[src/rtl/lane_deskew.sv]
// lane_deskew: per-lane elastic FIFOs that line up PIPE lanes on a common
// COM (K28.5) symbol, then release one aligned symbol set per cycle.
// Skew overrun, FIFO overflow and post-lock COM misalignment all flush
// the lanes and restart the COM search.

// Per-lane FIFO of {K,Data}. Symbols are only readable while the FIFO is
// non-empty. A write to a full FIFO is dropped unless a read happens on
// the same edge. A flush empties the FIFO and discards the write on that edge.
module lane_deskew_fifo #(
    parameter int DEPTH = 8
) (
    input  logic       gclk,
    input  logic       grst_n,
    input  logic       flush,
    input  logic       wr,
    input  logic       rd,
    input  logic [8:0] wdata,
    output logic [8:0] head,
    output logic       empty,
    output logic       full
);
    localparam int PTR_W = $clog2(DEPTH);
    localparam logic [PTR_W:0] FULL_CNT = DEPTH[PTR_W:0];

    logic [8:0]       mem_q [DEPTH];
    logic [PTR_W-1:0] wr_ptr_q, wr_ptr_d;
    logic [PTR_W-1:0] rd_ptr_q, rd_ptr_d;
    logic [PTR_W:0]   cnt_q, cnt_d;
    logic             do_wr;

    assign empty = (cnt_q == '0);
    assign full  = (cnt_q == FULL_CNT);
    assign head  = mem_q[rd_ptr_q];
    // A read on the same edge frees a slot, so a full FIFO can still accept.
    assign do_wr = wr & (~full | rd);

    // Pointer and occupancy update. A flush wins over any read or write.
    always_comb begin
        wr_ptr_d = wr_ptr_q;
        rd_ptr_d = rd_ptr_q;
        cnt_d    = cnt_q;
        if (flush) begin
            wr_ptr_d = '0;
            rd_ptr_d = '0;
            cnt_d    = '0;
        end else begin
            if (do_wr) wr_ptr_d = wr_ptr_q + 1'b1;
            if (rd)    rd_ptr_d = rd_ptr_q + 1'b1;
            case ({do_wr, rd})
                2'b10:   cnt_d = cnt_q + 1'b1;
                2'b01:   cnt_d = cnt_q - 1'b1;
                default: cnt_d = cnt_q;
            endcase
        end
    end

    // Pointer and occupancy state. An asynchronous reset empties the FIFO.
    always_ff @(posedge gclk or negedge grst_n) begin
        if (!grst_n) begin
            wr_ptr_q <= '0;
            rd_ptr_q <= '0;
            cnt_q    <= '0;
        end else begin
            wr_ptr_q <= wr_ptr_d;
            rd_ptr_q <= rd_ptr_d;
            cnt_q    <= cnt_d;
        end
    end

    // Symbol storage. It has no reset because only the occupied entries are
    // ever read.
    always_ff @(posedge gclk) begin
        if (do_wr && !flush) mem_q[wr_ptr_q] <= wdata;
    end
endmodule

module lane_deskew #(
    parameter int LANES    = 4,
    parameter int DEPTH    = 8,
    parameter int MAX_SKEW = 4
) (
    input  logic               PCLK,
    input  logic               Reset_n,
    input  logic [8*LANES-1:0] Lane_Data,
    input  logic [LANES-1:0]   Lane_DataK,
    input  logic [LANES-1:0]   Lane_Valid,
    input  logic               Deskew_En,
    output logic [8*LANES-1:0] Out_Data,
    output logic [LANES-1:0]   Out_DataK,
    output logic               Out_Valid,
    output logic               Aligned,
    output logic               Deskew_Err
);
    typedef struct packed {
        logic       k;
        logic [7:0] d;
    } sym_t;

    typedef enum logic [1:0] {
        ST_IDLE,
        ST_SEARCH,
        ST_ALIGNED
    } state_t;

    localparam sym_t COM = '{k: 1'b1, d: 8'hBC};
    localparam int SKW_W = $clog2(MAX_SKEW + 2);
    localparam logic [SKW_W-1:0] SKEW_LIM = SKW_W'(MAX_SKEW);

    state_t                  state_q, state_d;
    logic [LANES-1:0]        parked_q, parked_d;
    logic [SKW_W-1:0]        skew_q, skew_d;
    logic [LANES-1:0][7:0]   odata_q, odata_d;
    logic [LANES-1:0]        odatak_q, odatak_d;
    logic                    ovalid_q, ovalid_d;
    logic                    err_q, err_d;

    sym_t [LANES-1:0]        wsym, head;
    logic [LANES-1:0]        empty, full, wr, pop, is_com;
    logic                    flush, overflow, misalign, skew_tmo, set_pop;

    // Lanes write on every strobe once the block has left IDLE.
    assign wr = Lane_Valid & {LANES{state_q != ST_IDLE}};

    for (genvar gi = 0; gi < LANES; gi++) begin : g_lane
        assign wsym[gi]   = '{k: Lane_DataK[gi], d: Lane_Data[8*gi +: 8]};
        assign is_com[gi] = (head[gi] == COM);
    end

    lane_deskew_fifo #(.DEPTH(DEPTH)) u_fifo [LANES-1:0] (
        .gclk   (PCLK),
        .grst_n (Reset_n),
        .flush  (flush),
        .wr     (wr),
        .rd     (pop),
        .wdata  (wsym),
        .head   (head),
        .empty  (empty),
        .full   (full)
    );

    assign Out_Data   = odata_q;
    assign Out_DataK  = odatak_q;
    assign Out_Valid  = ovalid_q;
    assign Deskew_Err = err_q;
    assign Aligned    = (state_q == ST_ALIGNED);

    // Next-state logic: COM hunt in SEARCH, lock-step pops in ALIGNED.
    // Then error detection, with Deskew_En low overriding everything.
    always_comb begin
        state_d  = state_q;
        parked_d = parked_q;
        skew_d   = skew_q;
        odata_d  = odata_q;
        odatak_d = odatak_q;
        ovalid_d = 1'b0;
        err_d    = 1'b0;
        flush    = 1'b0;
        pop      = '0;
        skew_tmo = 1'b0;
        misalign = 1'b0;
        set_pop  = 1'b0;

        case (state_q)
            ST_IDLE: state_d = ST_SEARCH;
            ST_SEARCH: begin
                // Unparked lanes drop non-COM heads. A COM head parks its lane.
                pop      = ~parked_q & ~empty & ~is_com;
                parked_d = parked_q | (~empty & is_com);
                if (&parked_q) begin
                    state_d = ST_ALIGNED;
                end else if (|parked_q) begin
                    if (skew_q == SKEW_LIM) skew_tmo = 1'b1;
                    else                    skew_d   = skew_q + 1'b1;
                end else begin
                    skew_d = '0;
                end
            end
            ST_ALIGNED: begin
                if (~|empty) begin
                    pop = '1;
                    if ((|is_com) && !(&is_com)) misalign = 1'b1;
                    else                         set_pop  = 1'b1;
                end
            end
            default: state_d = ST_IDLE;
        endcase

        // A dropped write is an overflow unless the same lane pops this edge.
        overflow = |(wr & full & ~pop);

        // The three error sources share one pulse and one recovery path
        // (flush, then SEARCH), so at most one pulse is raised per edge.
        if (!Deskew_En) begin
            flush   = 1'b1;
            state_d = ST_IDLE;
        end else if (overflow || misalign || skew_tmo) begin
            flush   = 1'b1;
            err_d   = 1'b1;
            state_d = ST_SEARCH;
        end else if (set_pop) begin
            ovalid_d = 1'b1;
            for (int i = 0; i < LANES; i++) begin
                odata_d[i]  = head[i].d;
                odatak_d[i] = head[i].k;
            end
        end

        if (flush) begin
            parked_d = '0;
            skew_d   = '0;
        end
    end

    // Control and output registers. Reset is asynchronous and takes effect
    // even mid-stream.
    always_ff @(posedge PCLK or negedge Reset_n) begin
        if (!Reset_n) begin
            state_q  <= ST_IDLE;
            parked_q <= '0;
            skew_q   <= '0;
            odata_q  <= '0;
            odatak_q <= '0;
            ovalid_q <= 1'b0;
            err_q    <= 1'b0;
        end else begin
            state_q  <= state_d;
            parked_q <= parked_d;
            skew_q   <= skew_d;
            odata_q  <= odata_d;
            odatak_q <= odatak_d;
            ovalid_q <= ovalid_d;
            err_q    <= err_d;
        end
    end
endmodule

[config.mk]
export PLATFORM = sky130hd
export DESIGN_NAME = lane_deskew
export DESIGN_NICKNAME = d
export VERILOG_FILES = /design/src/rtl/lane_deskew.sv
export SDC_FILE = /design/constraint.sdc
export NUM_CORES = 1
export LEC_CHECK = 0
export ABC_AREA = 1
export CORE_MARGIN = 10
export CORE_UTILIZATION = 30
export CTS_BUF_LIST = sky130_fd_sc_hd__clkbuf_2 sky130_fd_sc_hd__clkbuf_4 sky130_fd_sc_hd__clkbuf_8
export DETAILED_ROUTE_END_ITERATION = 10
export GPL_ROUTABILITY_DRIVEN = 0
export PLACE_DENSITY = 0.47
export SLEW_MARGIN = 20
export SYNTH_ARGS = -nofsm -noshare
export SYNTH_HDL_FRONTEND = slang
export SYNTH_SLANG_ARGS = --single-unit
[constraint.sdc]
create_clock -name PCLK -period 4.35 [get_ports PCLK]
set_input_delay 0.435 -clock PCLK [delete_from_list [all_inputs] [get_ports PCLK]]
set_output_delay 0.435 -clock PCLK [all_outputs]
set_load 0.01 [all_outputs]
Yosys cells after proc, flatten, opt, wreduce, memory -nomap -nowiden
Memories as Yosys holds them, arrays and structs flattened.
Cells that the tools add are included.
- register bits: 87
- bits in writable memories: 288
- input port bits: 43
- output and inout bits: 39
- word-level logic and storage cells: 188
- memories: 4
- memories (memory ; words ; bits a word ; read ports ; clocked after memory_dff ; wr ports ; line ; RTL):
    u_fifo[0].mem_q ; 8 ; 9 ; 1 ; 0 ; 1 ; 25 ; logic [8:0] mem_q [DEPTH];
    u_fifo[1].mem_q ; 8 ; 9 ; 1 ; 0 ; 1 ; 25 ;
    u_fifo[2].mem_q ; 8 ; 9 ; 1 ; 0 ; 1 ; 25 ;
    u_fifo[3].mem_q ; 8 ; 9 ; 1 ; 0 ; 1 ; 25 ;
- $add $sub $neg: 17
- equal/unequal tests: 23
- mux-type cells: 61
- bitwise gates (word level): 24
- reductions and logical operators: 37
- operator list (cell ; count):
    $mux W3 ; 21
    $pmux W4 S2 ; 5
    $eq A9 B9 Y1 const B ; 4
    $mux W4 ; 7
    $add A3 B1 Y3 const B ; 9
    $and A4 B4 Y4 ; 6
    $mux W1 ; 24
    $reduce_bool A2 Y1 ; 10
    $add A4 B1 Y4 const B ; 4
    $eq A4 B4 Y1 const B ; 4
    $logic_not A4 Y1 ; 4
    $not A4 Y4 ; 4
    $reduce_or A4 Y1 ; 4
    $sub A4 B1 Y4 const B ; 4
    $reduce_bool A3 Y1 ; 4
    $eq A2 B1 Y1 const B ; 5
    $eq A2 B2 Y1 const B ; 5
    $reduce_and A4 Y1 ; 2
    $mux W2 ; 3
    $ne A3 B2 Y1 const B ; 2
    $pmux W2 S3 ; 1
    $reduce_and A3 Y1 ; 2
    $logic_and A1 B1 Y1 ; 5
    $not A1 Y1 ; 5
    10 further kinds ; 18

Depth between registers and ports, before layout
- word-level depth: 16
- mapped depth: 23
- mapped depth without buffers: 21

By module
Synthesis repeated with hierarchy kept, for this count alone.
- cell total of the unflattened synthesis: 1577
- area total of the unflattened synthesis: 16667.2 µm²
- modules (own cells, without submodules) (module ; times used ; cells each ; area an instance (µm²) ; seq. area each (µm²)):
    lane_deskew_fifo ; 4 ; 314 ; 3542.1 ; 2412.3
    lane_deskew ; 1 ; 321 ; 2498.6 ; 1176.1

Least setup slack after synthesis
Ideal clock, no wire load.
- kind: register to register
- start point: reg u_fifo[0].rd_ptr_q[0]
- end point: mem u_fifo[0].mem_q[0][0], enable pin
- library setup time: 387 ps
- arrival time: 2704 ps
- data required time: 3963 ps
- path slack: 1260 ps
- cell stages (with the launch flop): 16
- path buffers: 2
- clock period less this slack: 3090 ps
- cells stage by stage: dfrtp_1 > buf_4 > buf_4 > nor2_1 > nor2_1 > o21ai_1 > nand3_1 > nand2_1 > nor2_1 > nand3_2 > nand2_1 > a21boi_1 > nor2_1 > nor2_1 > nand4_1 > nor3_1
- cells in the longest elaborated chain, start to end: 16
- elaborated cells on any way between the ends: 25
- classes of those cells: eq/ne (1); mux (8); bitwise (6); reduce/logical (9); memory (1)
- ends and longest elaborated chain (element ; line ; RTL):
    from (decl) ; 27 ; logic [PTR_W-1:0] rd_ptr_q, rd_ptr_d;
    from (signal assigned) ; 65 ; rd_ptr_q <= rd_ptr_d;
    $mem_v2 Z8 W9 * ; - ;
    $eq A9 B9 Y1 * ; 126 ; assign is_com[gi] = (head[gi] == COM);
    $not A4 Y4 or $reduce_and A4 Y1 (tied branches) ; 167, 181 ;
    $and A4 B4 Y4 or $logic_not A1 Y1 (tied branches) ; 167, 181 ;
    $pmux W4 S2 or $logic_and A1 B1 Y1 (tied branches) ; 163, 181 ;
    $not A4 Y4 or $mux W1 (tied branches) ; 189, 181 ;
    $and A4 B4 Y4 or $mux W1 (tied branches) ; 189, 179 ;
    $reduce_or A4 Y1 or $mux W1 (tied branches) ; 189, 163 ;
    $logic_or A1 B1 Y1 (2 in a row) ; 196 ; end else if (overflow || misalign || skew_tmo) begin
    $mux W1 ; 196 ;
    $mux W1 ; 193 ; if (!Deskew_En) begin
    $logic_not A1 Y1 ; 73 ; if (do_wr && !flush) mem_q[wr_ptr_q] <= wdata;
    $logic_and A1 B1 Y1 * ; 73 ;
    $mux W1 * ; 73 ;
    $mux W1 (implied by the code) * ; 73 ;
    to (decl) ; 25 ;
Mark *: on every way between the ends. The rest lies on a longest branch, timed or not.

Worst setup path in the final report
- start point: reg u_fifo[1].rd_ptr_q[0]
- end point: mem u_fifo[2].mem_q[0][2], enable pin
- cells in the longest elaborated chain, start to end: 16
- elaborated cells on any way between the ends: 23
- classes of those cells: eq/ne (1); mux (8); bitwise (4); reduce/logical (9); memory (1)
- ends and longest elaborated chain (element ; line):
    from (decl) ; 27
    from (signal assigned) ; 65
    $mem_v2 Z8 W9 * ; -
    $eq A9 B9 Y1 * ; 126
    $not A4 Y4 or $reduce_and A4 Y1 (tied branches) ; 167, 181
    $and A4 B4 Y4 or $logic_not A1 Y1 (tied branches) ; 167, 181
    $pmux W4 S2 or $logic_and A1 B1 Y1 (tied branches) ; 163, 181
    $not A4 Y4 or $mux W1 (tied branches) ; 189, 181
    $and A4 B4 Y4 or $mux W1 (tied branches) ; 189, 179
    $reduce_or A4 Y1 or $mux W1 (tied branches) ; 189, 163
    $logic_or A1 B1 Y1 * (2 in a row) ; 196
    $mux W1 * ; 196
    $mux W1 * ; 193
    $logic_not A1 Y1 * ; 73
    $logic_and A1 B1 Y1 * ; 73
    $mux W1 * ; 73
    $mux W1 (implied by the code) * ; 73
    to (decl) ; 25
Marks and branches as above.

==> results.md <==
- Post-synth cell types: 37
- Mapped Nets: 1969
- Setup crit end kind: flip-flop
- Router iterations before antenna repair: 5
- CP Launch Type: flip-flop
- Minimum clock period: approximately 3.9 ns
- Cell Pwr Density: between 400 and 500 nW/um^2
- R2R setup slack: between 0.4 and 0.5 ns
- Die Width: between 200 and 300 um
- DR WL/cell: ~17 um
- Die footprint: just under 70000 um^2
- DRC violations left: 0
- Slew headroom: between 40% and 50%
- Area growth from synthesis to layout: 16.5%
- IO Port Bufs: around 80
- Clock Pin Slew Worst Setup and Hold Paths: roughly 0.06 ns
- Hpwl dp: approximately 33000 um
- Final Net Count: 2075
- Slew Viols, Final: 0
- Synth area leaders: edfxtp_1 49%, nand2_1 14%, dfrtp_1 12%
- Period utilization: between 80 and 90%
- Grt ovf: 0
- Post-Layout Inst Area: 20600 um^2
- Placed cell count: 2700
- Finish-stage setup viols: 0
- Core footprint: 58000 um^2
- DP Area: 19300 um^2
- Synthesized area: between 15000 and 20000 um^2
- Setup WS pre-CTS: 0.403 ns
- Dominant cell type by area after synthesis: edfxtp_1
- Gr usage total: between 10% and 20%
- Share of the synthesized area in the top cell type: ~50%
- CP Data Arrival Time: ~4.2 ns
- Largest net degree at the start of global routing: 58
- Top_reg_cell synth: edfxtp_1
- CP Class: reg -> reg
- Clk_lat worst skew: 0.65 ns
- Vias in the first global route: between 10000 and 15000
- Core Rows: 88
- WHS: about 0.4 ns
- Syn Area/Cell: a little over 9 um^2
- CTS tree: done
- Clk root buf: clkbuf_8
- Inserted Clock Buffers: just under 70
- Cell count after synthesis: 1900
- Vias: roughly 13000
- Antenna Violating Nets Remaining: 0
- Filler cell count: 5930
- DR iter-0 viols: 840
- CTS max path bufs: 3
- Met3 GRT Util: 3.23%
- Max cap viols: 0
- Starting Density: between 30% and 40%
- GR peak layer: met2
- I/O pin count: 82
- Antenna violations before repair: 1
- Max Fclk: between 0.2 and 0.3 GHz
- Height of the die: 263 um
- Post-synth EDFFs: about 290
- Flip-flop and latch count after synthesis: approximately 380
- Met2 GRT Util: 21.9%
- Via/cell ratio: approximately 4.5
- Final hold vios: 0
- Leakage: ~9.2 nW
- VDD IR max: 0.000179 V
- Final Skew: between 0.04 and 0.05 ns
- H-tree Lvls: 3
- RSZ-0062 raised after global routing: yes
- CP max FO: 37
- Final worst slack: around 0.45 ns
- First-pass GRT wire length: approximately 75000 um
- Hold Path Class: in -> async
- Worst Tran Pin Value: approximately 0.8 ns
- Routed WL: 48100 um
- Async S/R FF share, synth: between 20% and 30%
- Outcome: finished, final reports clean
- Yosys warns: 0
- Met1 GRT Util: around 18%
- Worst Path Required: approximately 4.6 ns
- Clk sink count: between 300 and 400
- Sequential-to-total area share from yosys stat: between 60% and 70%
- Share of layout cells above drive strength 1: 8.95%
- Finished Layout Cells: ~2800
- Ant. Diodes: 0
## cells in the final DEF (no fill, tap or decap), types with 7 or more instances in the layout
cell,n
a21oi_1,20
buf_4,26
clkbuf_4,15
clkbuf_8,74
clkdlybuf4s50_1,80
clkinv_1,13
clkinv_2,8
dfrtp_1,87
edfxtp_1,288
ha_1,22
inv_1,253
inv_2,10
nand2_1,674
nand3_1,260
nand4_1,23
nor2_1,91
nor2_2,25
nor3_1,15
o21ai_0,7
o21ai_1,9
xor2_1,14
## registers in the layout, summed over array words and instances (netlist names)
signal,cells
Out_Valid,1
state_q,2
Deskew_Err,1
Out_Data,32
u_fifo.wr_ptr_q,12
parked_q,4
u_fifo.rd_ptr_q,12
u_fifo.mem_q,288
skew_q,3
u_fifo.cnt_q,16
Out_DataK,4
## through the flow
step                      utilization (%)  total power (W)  TNS (ns)
after global routing                 35.5          0.00919   -0.0300
after CTS                            35.5          0.00884         0
final                                35.5          0.00871         0
after floorplan                         -          0.00497         0
after global placement               33.2          0.00542         0
after detailed placement             33.2          0.00542         0
## timing repair
item	4_1_cts	5_1_grt
resized for setup	0	0
endpoints found under the setup margin	0	5
hold buffers	1	0
hold endpoints to repair	56	0
setup buffers	0	0
## cell type report
cell class                 count  area (um^2)  share of cell area, %
timing repair buffer         109         1050                   5.07
tap                          765          957                   4.64
clock buffer                  89         1130                   5.49
inverter                     263          987                   4.79
clock inverter                30          226                   1.10
sequential                   375        10800                   52.5
multi-input combinational   1189         5450                   26.4
## critical path, stage by stage, from the launching register on
cell and delay [ns]:
dfrtp_1 0.38, inv_2 0.49, nand2_1 0.11, nand2_1 0.11
nand2_1 0.05, nand3_1 0.12, nand2_1 0.10, nor2_1 0.20
nand3_1 0.10, nor2_1 0.21, nand2_1 0.08, nand2_1 0.07
nand2_1 0.05, nand2_1 0.08, nand2_2 0.10, nor2_8 0.14
nand2_4 0.08, nor2_8 0.36, nand2_4 0.19, nor2_2 0.47
## synth_stat cells (all sizes together), types with 2 or more instances
| cell type | n |
|---|---|
| nor4 | 2 |
| inv | 263 |
| nand2 | 682 |
| nand3 | 261 |
| dfrtp | 87 |
| clkbuf | 10 |
| edfxtp | 288 |
| a21oi | 20 |
| nor3 | 16 |
| ha | 22 |
| o21ai | 16 |
| xnor2 | 3 |
| xor2 | 14 |
| nand4 | 24 |
| nor2 | 118 |
| fa | 4 |
| buf | 63 |
## layer usage
layer	vias to the layer above	part of all wire, %
met5	-	0.037
met4	2	1.6
met3	57	5.3
met2	293	45
met1	6090	48
li1	6328	-
## worst paths after layout
| check | start | depth (start not counted) | endpoint |
|---|---|---|---|
| worst min register to register | Out_Data[29]$_DFFE_PN0P_ | 2 | Out_Data[29]$_DFFE_PN0P_ |
| worst max register to register | u_fifo[1].rd_ptr_q[0]$_DFFE_PN0P_ | 19 | u_fifo[2].mem_q[0][2]$_DFFE_PP_ |
| worst max-delay path | u_fifo[1].rd_ptr_q[0]$_DFFE_PN0P_ | 19 | u_fifo[2].mem_q[0][2]$_DFFE_PP_ |
| max in group asynchronous | Reset_n | 3 | Out_Data[0]$_DFFE_PN0P_ |
| min in group PCLK | Out_Data[29]$_DFFE_PN0P_ | 2 | Out_Data[29]$_DFFE_PN0P_ |
| worst min-delay path | Reset_n | 2 | Out_Data[26]$_DFFE_PN0P_ |
## report_power, final
group	switching, W	leakage [nW]	internal, W	total [W]
combinational	0.000871	4.67	0.000365	0.00124
clock	0.00150	0.705	0.00188	0.00338
sequential	0.000105	3.80	0.00400	0.00410
total	0.00247	9.17	0.00624	0.00871
## kinds of logic after synthesis
family / Yosys count / synth area share, %
simple gates: 1105 / 26.7
buf+inv: 336 / 8.07
fa+ha+maj: 26 / 2.01
compound gates: 41 / 1.24
xor+xnor: 17 / 0.841
flops: 375 / 61.2
Note: power is estimated with default switching activity, not from simulation.
